## src/rtl/ifetch_pkg.sv

```systemverilog
// Shared types for the instruction-fetch stage: fetch FSM states, the
// packet handed to decode, the NOP used as the idle instruction, and the
// prefetch buffer depth.
package rvga_types;

  localparam logic [31:0] NOP_INSTR      = 32'h0000_0013;
  localparam int unsigned PREFETCH_DEPTH = 2;

  typedef enum logic [1:0] {
    IDLE = 2'd0,
    REQ  = 2'd1,
    KILL = 2'd2
  } fetch_state_e;

  typedef struct packed {
    logic [31:0] pc;
    logic [31:0] instr;
  } fetch_pkt_s;

  // Instruction addresses are always word aligned; the two LSBs are dropped.
  function automatic logic [31:0] word_align(input logic [31:0] addr);
    return {addr[31:2], 2'b00};
  endfunction

endpackage

```

## src/rtl/ifetch_fifo.sv

```systemverilog
// Small packet FIFO used as the prefetch buffer between imem responses and
// the decode register. A synchronous clear empties it in the same cycle.
// full_nxt_o reports whether the FIFO will be full after this cycle's
// push/pop, so the fetch side can stop requesting in time.
module ifetch_fifo
  import rvga_types::*;
#(
  parameter int unsigned DEPTH = 2
) (
  input  logic       clk_i,
  input  logic       rst_i,
  input  logic       clr_i,
  input  logic       push_i,
  input  logic       pop_i,
  input  fetch_pkt_s din_i,
  output fetch_pkt_s dout_o,
  output logic       valid_o,
  output logic       full_nxt_o
);

  localparam int unsigned PW = (DEPTH > 1) ? $clog2(DEPTH) : 1;
  localparam int unsigned CW = $clog2(DEPTH + 1);

  fetch_pkt_s    mem_q [DEPTH];
  logic [PW-1:0] rd_ptr_q;
  logic [PW-1:0] wr_ptr_q;
  logic [CW-1:0] cnt_q;
  logic [CW-1:0] cnt_nxt;

  function automatic logic [PW-1:0] ptr_inc(input logic [PW-1:0] p);
    return (p == PW'(DEPTH - 1)) ? '0 : p + PW'(1);
  endfunction

  // Occupancy after this cycle's push/pop.
  always_comb begin
    cnt_nxt = cnt_q;
    if (push_i && !pop_i) begin
      cnt_nxt = cnt_q + CW'(1);
    end else if (pop_i && !push_i) begin
      cnt_nxt = cnt_q - CW'(1);
    end
  end

  assign valid_o    = (cnt_q != '0);
  assign dout_o     = mem_q[rd_ptr_q];
  assign full_nxt_o = !clr_i && (cnt_nxt == CW'(DEPTH));

  // Pointer and count bookkeeping; clear wins over push/pop.
  always_ff @(posedge clk_i or negedge rst_i) begin
    if (!rst_i) begin
      rd_ptr_q <= '0;
      wr_ptr_q <= '0;
      cnt_q    <= '0;
    end else if (clr_i) begin
      rd_ptr_q <= '0;
      wr_ptr_q <= '0;
      cnt_q    <= '0;
    end else begin
      if (push_i) wr_ptr_q <= ptr_inc(wr_ptr_q);
      if (pop_i)  rd_ptr_q <= ptr_inc(rd_ptr_q);
      cnt_q <= cnt_nxt;
    end
  end

  // Packet storage; contents are qualified by the count, so no reset.
  always_ff @(posedge clk_i) begin
    if (push_i && !clr_i) mem_q[wr_ptr_q] <= din_i;
  end

endmodule

```

## src/rtl/ifetch.sv

```systemverilog
// Instruction-fetch stage. Owns the PC, issues level-held imem read
// requests and registers each accepted instruction into the decode
// register. A flush squashes in-flight work; if a request is still
// outstanding the FSM parks in KILL until its response arrives and is
// dropped. During a stall one response is caught in a hold register.
//
// Build option: define IFETCH_PREFETCH_EN to replace the hold register with
// a 2-entry prefetch FIFO (ifetch_fifo), letting fetch run ahead of a
// stalled decode until the FIFO is full.
module ifetch
  import rvga_types::*;
#(
  parameter int unsigned     XLEN     = 32,
  parameter logic [XLEN-1:0] RESET_PC = 32'h0000_0000
) (
  input  logic            clk_i,
  input  logic            rst_i,
  output logic            imem_read_v_o,
  output logic [XLEN-1:0] imem_addr_o,
  input  logic            imem_resp_v_i,
  input  logic [XLEN-1:0] imem_data_i,
  input  logic            stall_v_i,
  input  logic            flush_v_i,
  input  logic            redirect_v_i,
  input  logic [XLEN-1:0] redirect_pc_i,
  output logic            decode_v_o,
  output logic [XLEN-1:0] decode_pc_o,
  output logic [XLEN-1:0] decode_instr_o
);

  fetch_state_e    state_q;
  logic [XLEN-1:0] pc_q;
  logic [XLEN-1:0] pc_inc;
  logic [XLEN-1:0] flush_pc;
  logic            resp_acc;
  fetch_pkt_s      resp_pkt;

  logic            buf_v;
  fetch_pkt_s      buf_pkt;
  logic            buf_push;
  logic            buf_pop;
  logic            buf_clr;
  logic            buf_full_nxt;

  // In REQ the request address always equals pc_q, so either can be bumped.
  assign pc_inc   = pc_q + XLEN'(4);
  assign flush_pc = redirect_v_i ? word_align(redirect_pc_i) : pc_q;
  assign resp_acc = (state_q == REQ) && imem_read_v_o && imem_resp_v_i;
  assign resp_pkt = '{pc: imem_addr_o, instr: imem_data_i};

  // A response goes straight to decode unless decode is stalled or older
  // packets are already waiting in the buffer.
  assign buf_clr  = flush_v_i;
  assign buf_pop  = !flush_v_i && !stall_v_i && buf_v;
  assign buf_push = !flush_v_i && resp_acc && (stall_v_i || buf_v);

`ifdef IFETCH_PREFETCH_EN
  ifetch_fifo #(
    .DEPTH (PREFETCH_DEPTH)
  ) u_fifo (
    .clk_i      (clk_i),
    .rst_i      (rst_i),
    .clr_i      (buf_clr),
    .push_i     (buf_push),
    .pop_i      (buf_pop),
    .din_i      (resp_pkt),
    .dout_o     (buf_pkt),
    .valid_o    (buf_v),
    .full_nxt_o (buf_full_nxt)
  );
`else
  logic       hold_v;
  fetch_pkt_s hold_pkt;

  // One-entry hold register for a response that lands while decode stalls.
  always_ff @(posedge clk_i or negedge rst_i) begin
    if (!rst_i) begin
      hold_v   <= 1'b0;
      hold_pkt <= '0;
    end else if (buf_clr) begin
      hold_v <= 1'b0;
    end else if (buf_push) begin
      hold_v   <= 1'b1;
      hold_pkt <= resp_pkt;
    end else if (buf_pop) begin
      hold_v <= 1'b0;
    end
  end

  assign buf_v        = hold_v;
  assign buf_pkt      = hold_pkt;
  assign buf_full_nxt = buf_push || (hold_v && !buf_pop);
`endif

  // Fetch FSM with registered imem request and decode outputs.
  always_ff @(posedge clk_i or negedge rst_i) begin
    if (!rst_i) begin
      state_q        <= IDLE;
      pc_q           <= RESET_PC;
      imem_read_v_o  <= 1'b0;
      imem_addr_o    <= RESET_PC;
      decode_v_o     <= 1'b0;
      decode_pc_o    <= '0;
      decode_instr_o <= NOP_INSTR;
    end else if (flush_v_i) begin
      decode_v_o <= 1'b0;
      pc_q       <= flush_pc;
      if (imem_read_v_o && !imem_resp_v_i) begin
        // Request still in flight on the old address: wait it out.
        state_q <= KILL;
      end else begin
        state_q       <= REQ;
        imem_read_v_o <= 1'b1;
        imem_addr_o   <= flush_pc;
      end
    end else begin
      if (!stall_v_i) begin
        if (buf_v) begin
          decode_v_o     <= 1'b1;
          decode_pc_o    <= buf_pkt.pc;
          decode_instr_o <= buf_pkt.instr;
        end else if (resp_acc) begin
          decode_v_o     <= 1'b1;
          decode_pc_o    <= resp_pkt.pc;
          decode_instr_o <= resp_pkt.instr;
        end else begin
          decode_v_o <= 1'b0;
        end
      end
      case (state_q)
        IDLE: begin
          state_q       <= REQ;
          imem_read_v_o <= 1'b1;
          imem_addr_o   <= pc_q;
        end
        KILL: begin
          // Stale response is dropped; the request stays up on the new PC.
          if (imem_resp_v_i) begin
            state_q     <= REQ;
            imem_addr_o <= pc_q;
          end
        end
        REQ: begin
          imem_read_v_o <= !buf_full_nxt;
          if (resp_acc) begin
            pc_q        <= pc_inc;
            imem_addr_o <= pc_inc;
          end
        end
        default: begin
          state_q <= IDLE;
        end
      endcase
    end
  end

endmodule

```

## config.mk

```make
export PLATFORM = sky130hd
export DESIGN_NAME = ifetch
export DESIGN_NICKNAME = d
export VERILOG_FILES = /design/src/rtl/ifetch_pkg.sv /design/src/rtl/ifetch_fifo.sv /design/src/rtl/ifetch.sv
export SDC_FILE = /design/constraint.sdc
export NUM_CORES = 1
export LEC_CHECK = 0
export CORE_MARGIN = 3
export CORE_UTILIZATION = 45
export CTS_CLUSTER_SIZE = 12
export DETAILED_ROUTE_END_ITERATION = 7
export HOLD_SLACK_MARGIN = 0.1
export PLACE_DENSITY = 0.76
export SLEW_MARGIN = 20
export SYNTH_ARGS = -nofsm -noshare
export SYNTH_HDL_FRONTEND = slang
export SYNTH_SLANG_ARGS = --single-unit
```

## constraint.sdc

```tcl
create_clock -name clk_i -period 4.9 [get_ports clk_i]
set_input_delay 1.47 -clock clk_i [delete_from_list [all_inputs] [get_ports clk_i]]
set_output_delay 1.47 -clock clk_i [all_outputs]
set_load 0.02 [all_outputs]
```

* After elaboration in Yosys (flattened, before gate mapping)
Index checks and enable logic that the tools add are counted.
Storage, ports and cells: register bits after elaboration 197, input bits 70, output and inout port bits 98, logic and storage cells 74
Operators by class: $add $sub $neg 1, eq/ne operators 7, muxes and demuxes 26, bitwise logic cells 2, reduce and logical (&&, ||, !) cells 28
Operator list (count):
- 2-to-1 mux 32 bit | 11
- one-hot mux 32 bit (3 select lines) | 1
- adder 32 x 3 -> 32 bit (second input constant) | 1
- 2-to-1 mux 1 bit | 9
- logical AND 1 bit | 8
- AND reduction 2 bit | 4
- 2-to-1 mux 2 bit | 3
- inequality test 3 bit (second input constant) | 2
- one-hot mux 2 bit (3 select lines) | 1
- nonzero test 2 bit | 3
- nonzero test 3 bit | 2
- logical NOT 1 bit | 5
- inequality test 2 bit (second input constant) | 2
- AND reduction 4 bit | 1
- nonzero test 4 bit | 1
- AND reduction 3 bit | 1
- equality test 2 x 1 -> 1 bit (second input constant) | 1
- equality test 2 bit (second input constant) | 1
- logical NOT 2 bit | 1
- logical OR 1 bit | 2
- inequality test 2 x 1 -> 1 bit (second input constant) | 1
- inverter 1 bit | 2
- one-hot mux 1 bit (2 select lines) | 1

* Longest topological paths before layout
depth after elaboration 9, gate-level depth with buffers 8, depth with buffers taken out 6

* Worst setup path before layout
OpenSTA, ideal clock, no wires.
path type input-to-reg, start input flush_v_i, end register imem_addr_o[14], library setup time 0.151 ns, arrival time 2.812 ns, required time 4.749 ns, path slack 1.937 ns, stages 6, buffers on the path 3, path through clkbuf_1 clkinv_1 o221ai_1 buf_2 buf_1 a41oi_1
On the way: word-level cells in the longest chain between the ends 2, elaborated cells on any way between the ends 6, classes of those cells 3 x eq/ne; 1 x mux; 2 x reduce/logical
RTL lines:
- start, declared | RTL line ifetch.sv:23 | input logic flush_v_i,
- inequality test 3 bit (no line) (tied with other cells)
- AND reduction 4 bit (no line)
- end signal, assigned | RTL line ifetch.sv:114 | imem_addr_o <= flush_pc;
- end signal, assigned | RTL line ifetch.sv:134 | imem_addr_o <= pc_q;
- end signal, assigned | RTL line ifetch.sv:140 | imem_addr_o <= pc_q;
- end, declared | RTL line ifetch.sv:19 | output logic [XLEN-1:0] imem_addr_o,
Parallel ways exist; a longest one is shown, timed or not. A chain may end at the register's enable or synchronous reset.

* Worst setup path in the final report
start input flush_v_i, end register imem_addr_o[19]
The elaborated chain is that of the path after synthesis.

==> key figures <==
Outcome
  – Status: finished, final reports clean

Yosys
  – Combinational family with the most area after synthesis: multiplexers
  – Post-synthesis adder-cell area fraction: 0.00131
  – Post-synth EDFFs: 0
  – Mapped cell area: 9520 um^2
  – Synth top area share: 0.510
  – Post-synthesis cell type count: 72
  – Register area share after synthesis: 0.518
  – Commonest cells in the netlist: dfrtp_1, nand2_1, o21ai_0
  – XOR/XNOR Fraction of Synth Area: 0.0138
  – Synth top area cells: dfrtp_1, mux2_2, mux2i_1
  – Synth Register Bits: 197
  – Post-synthesis simple-gate area fraction: 0.141
  – YS warnings: 0
  – Leading area contributor after synthesis: dfrtp_1
  – Synth Flop Type: dfrtp_1
  – Syn avg cell area: 10.4 um^2
  – Post-Syn Instances: 912
  – Asr flop ratio synth: 1.00
  – Compound-cell area share of the yosys netlist: 0.127
  – Syn nets: 983
  – Mux cell area share after synthesis: 0.162
  – Count leader, synth: dfrtp_1

Critical path
  – R2r endpoint: pc_q[26]$_DFFE_PN0P_
  – Endpoint class of the critical path: flop
  – Reg-to-reg setup timing slack: 2.27 ns
  – Worst Setup SP: flush_v_i
  – Critical path required time: 5.20 ns
  – Worst Reg-to-Reg Cells: 6
  – WP data arrival: 4.01 ns
  – Critical R2R Launch: pc_q[2]$_DFFE_PN0P_
  – CP Max Fanout: 33
  – Worst setup SP type: input pin
  – Worst Setup EP: imem_addr_o[19]$_DFFE_PN0P_
  – Critical path class: in -> reg

Cells and area
  – Layout cells sized above 1: 0.129
  – Area Growth Syn to Fin: 25.7%
  – Final cell utilization of the core: 0.584
  – Antenna Cells: 0
  – Design Area, Final: 12000 um^2
  – Nets@finish: 1114

Drt
  – Routed Antenna Nets: 0
  – Final wirelength: 24400 um
  – Average vias per placed instance: 5.67
  – Vias: 7521
  – Drc violations: 0
  – Drt first pass iters: 5
  – Detailed Route Iter0 Violations: 567
  – WL per Instance: 18.4 um

GRT
  – Total congestion overflow: 0
  – Vias in the first global route: 7189
  – All-Layer GR Usage: 0.217
  – First-pass GRT wire length: 39100 um
  – Largest net degree at the start of global routing: 130
  – Initial antenna violation count: 0

Power and ir drop
  – Total power: 5.78 mW
  – Sequential Power Share: 0.440
  – Pwr/cell area: 483 nW/um^2
  – Clk pwr share: 0.237
  – Leak: 4.82 nW
  – Pint: 3.78 mW
  – IR drop worst, VDD: 229 uV
  – Switching power: 2.00 mW
  – Sw frac: 0.346
  – Power share of the combinational group: 0.324

Clock tree
  – Worst-path clk slew: 0.08 ns
  – Clk sinks: 197
  – Clock root buffer: clkbuf_16
  – Latest clock arrival within the worst-skew pair: 0.43 ns
  – Hold_buf cts: 0
  – CTS tree: done
  – H-tree Lvls: 4
  – Resized Gates After CTS: 0
  – Total CTS buffers: 17
  – Max Buffers Root-to-Sink: 2
  – Post-CTS setup buffers: 0

Timing
  – Fin. Hold Viols: 0
  – Setup-failing EPs final: 0
  – Final period utilization: 0.758
  – Worst clock skew: 0.0119 ns
  – Relative slew slack: 0.318
  – Least-Margin Pin Slew: 1.02 ns
  – WHS: 0.477 ns
  – Final Critical Period: 3.71 ns
  – RSZ-0062 raised after global routing: no
  – TNS Setup: 0 ns
  – Fin. max-slew vios: 0
  – Fmax: 269 MHz

Die
  – Initial core utilization: 0.464
  – FP Rows: 52
  – Die Ht: 151 um
  – Ports: 168
  – Total die area: 22900 um^2
  – Core area: 20500 um^2
  – Die Width: 151 um

Placement
  – Port buffer count: 165
  – Area after DPL: 11400 um^2
  – DP HPWL: 16800 um
  – Gp weighted congestion: 0.913

Job
  – Max-Cap Viols: 0

Min path
  – Hold crit path type: reg -> reg
-- power by group through the flow --
stage	clock, mW	sequential [mW]	combinational, mW
6_report	1.37	2.54	1.87
3_5_place_dp	0	2.58	1.89
4_1_cts	1.40	2.54	1.89
5_1_grt	1.47	2.62	2.04
3_3_place_gp	0	2.54	1.85
2_1_floorplan	0	2.79	0.745
-- routing by layer --
layer	wire length, um	track usage	up-vias
li1	-	-	3566
met1	11200	0.311	3679
met2	11200	0.343	255
met3	1760	0.0410	21
met4	229	0.0521	0
met5	0	0	-
-- critical path: stages --
cell and delay, ns:
clkdlybuf4s50_1 0.79, clkinv_1 0.49, o221a_2 0.67, or3_1 0.43, o21ai_0 0.08, a311oi_1 0.06
-- worst min-delay path by stage --
stage,start,endpoint,slack [ns],depth (start not counted)
global placement,decode_instr_o[2]$_DFFE_PN0P_,decode_instr_o[2]$_DFFE_PN0P_,0.46,2
global route,pc_q[0]$_DFFE_PN0P_,pc_q[0]$_DFFE_PN0P_,0.51,1
CTS,decode_pc_o[30]$_DFFE_PN0P_,decode_pc_o[30]$_DFFE_PN0P_,0.49,2
detailed placement,decode_instr_o[31]$_DFFE_PN0P_,decode_instr_o[31]$_DFFE_PN0P_,0.47,2
finish,decode_instr_o[9]$_DFFE_PN0P_,decode_instr_o[9]$_DFFE_PN0P_,0.48,2
floorplan,pc_q[0]$_DFFE_PN0P_,pc_q[0]$_DFFE_PN0P_,0.45,1
-- layout make-up --
type / count / area (um^2)
Clock buffer: 18 / 439
Sequential cell: 197 / 4940
Fill cell: 1792 / 8530
Clock inverter: 14 / 133
Inverter: 7 / 26.3
Multi-Input combinational cell: 636 / 4250
Tap cell: 270 / 338
Timing Repair Buffer: 184 / 1840
-- registers in the layout, indices dropped and copies added, names as in the netlist --
| signal | cells |
|---|---|
| buf_pkt | 64 |
| buf_v | 1 |
| decode_instr_o | 32 |
| decode_pc_o | 32 |
| decode_v_o | 1 |
| imem_addr_o | 32 |
| imem_read_v_o | 1 |
| pc_q | 32 |
| state_q | 2 |
-- logic make-up (layout without fill, tap and decap cells) --
family,after synthesis,in the layout
AND/OR/NAND/NOR,284,284
adder cells (fa/ha/maj),1,1
multiplexers,145,145
buffers and inverters,79,223
AO/OA/AOI/OAI,191,191
flip-flops,197,197
XOR/XNOR,15,15
-- cell usage in the layout, fill, tap and decap left out, types with 4 or more instances in the layout --
master	count
dfrtp_1	193
clkdlybuf4s50_1	164
nand2_1	126
o21ai_0	89
mux2i_1	70
mux2_2	70
nor2_1	49
nand3_1	28
a21oi_1	21
nand4_1	17
clkbuf_16	17
buf_4	16
nor4_1	13
xnor2_1	12
o211ai_1	10
nor3_1	10
a211oi_1	10
and3_1	8
a31oi_1	7
a311oi_1	7
inv_1	6
inv_8	6
and4_1	5
mux2_1	5
nor2b_1	4
and2_1	4
or3_1	4
o31ai_1	4
o311ai_0	4
o22ai_1	4
o2111ai_1	4
clkinv_4	4
-- stage by stage --
step | instances | setup slack, ns
floorplan | 912 | 1.94
global placement | 1294 | 0.796
detailed placement | 1294 | 0.760
CTS | 1326 | 1.20
global route | 1326 | 1.02
finish | 1326 | 1.19
No activity file was read; power rests on OpenSTA's default activity.
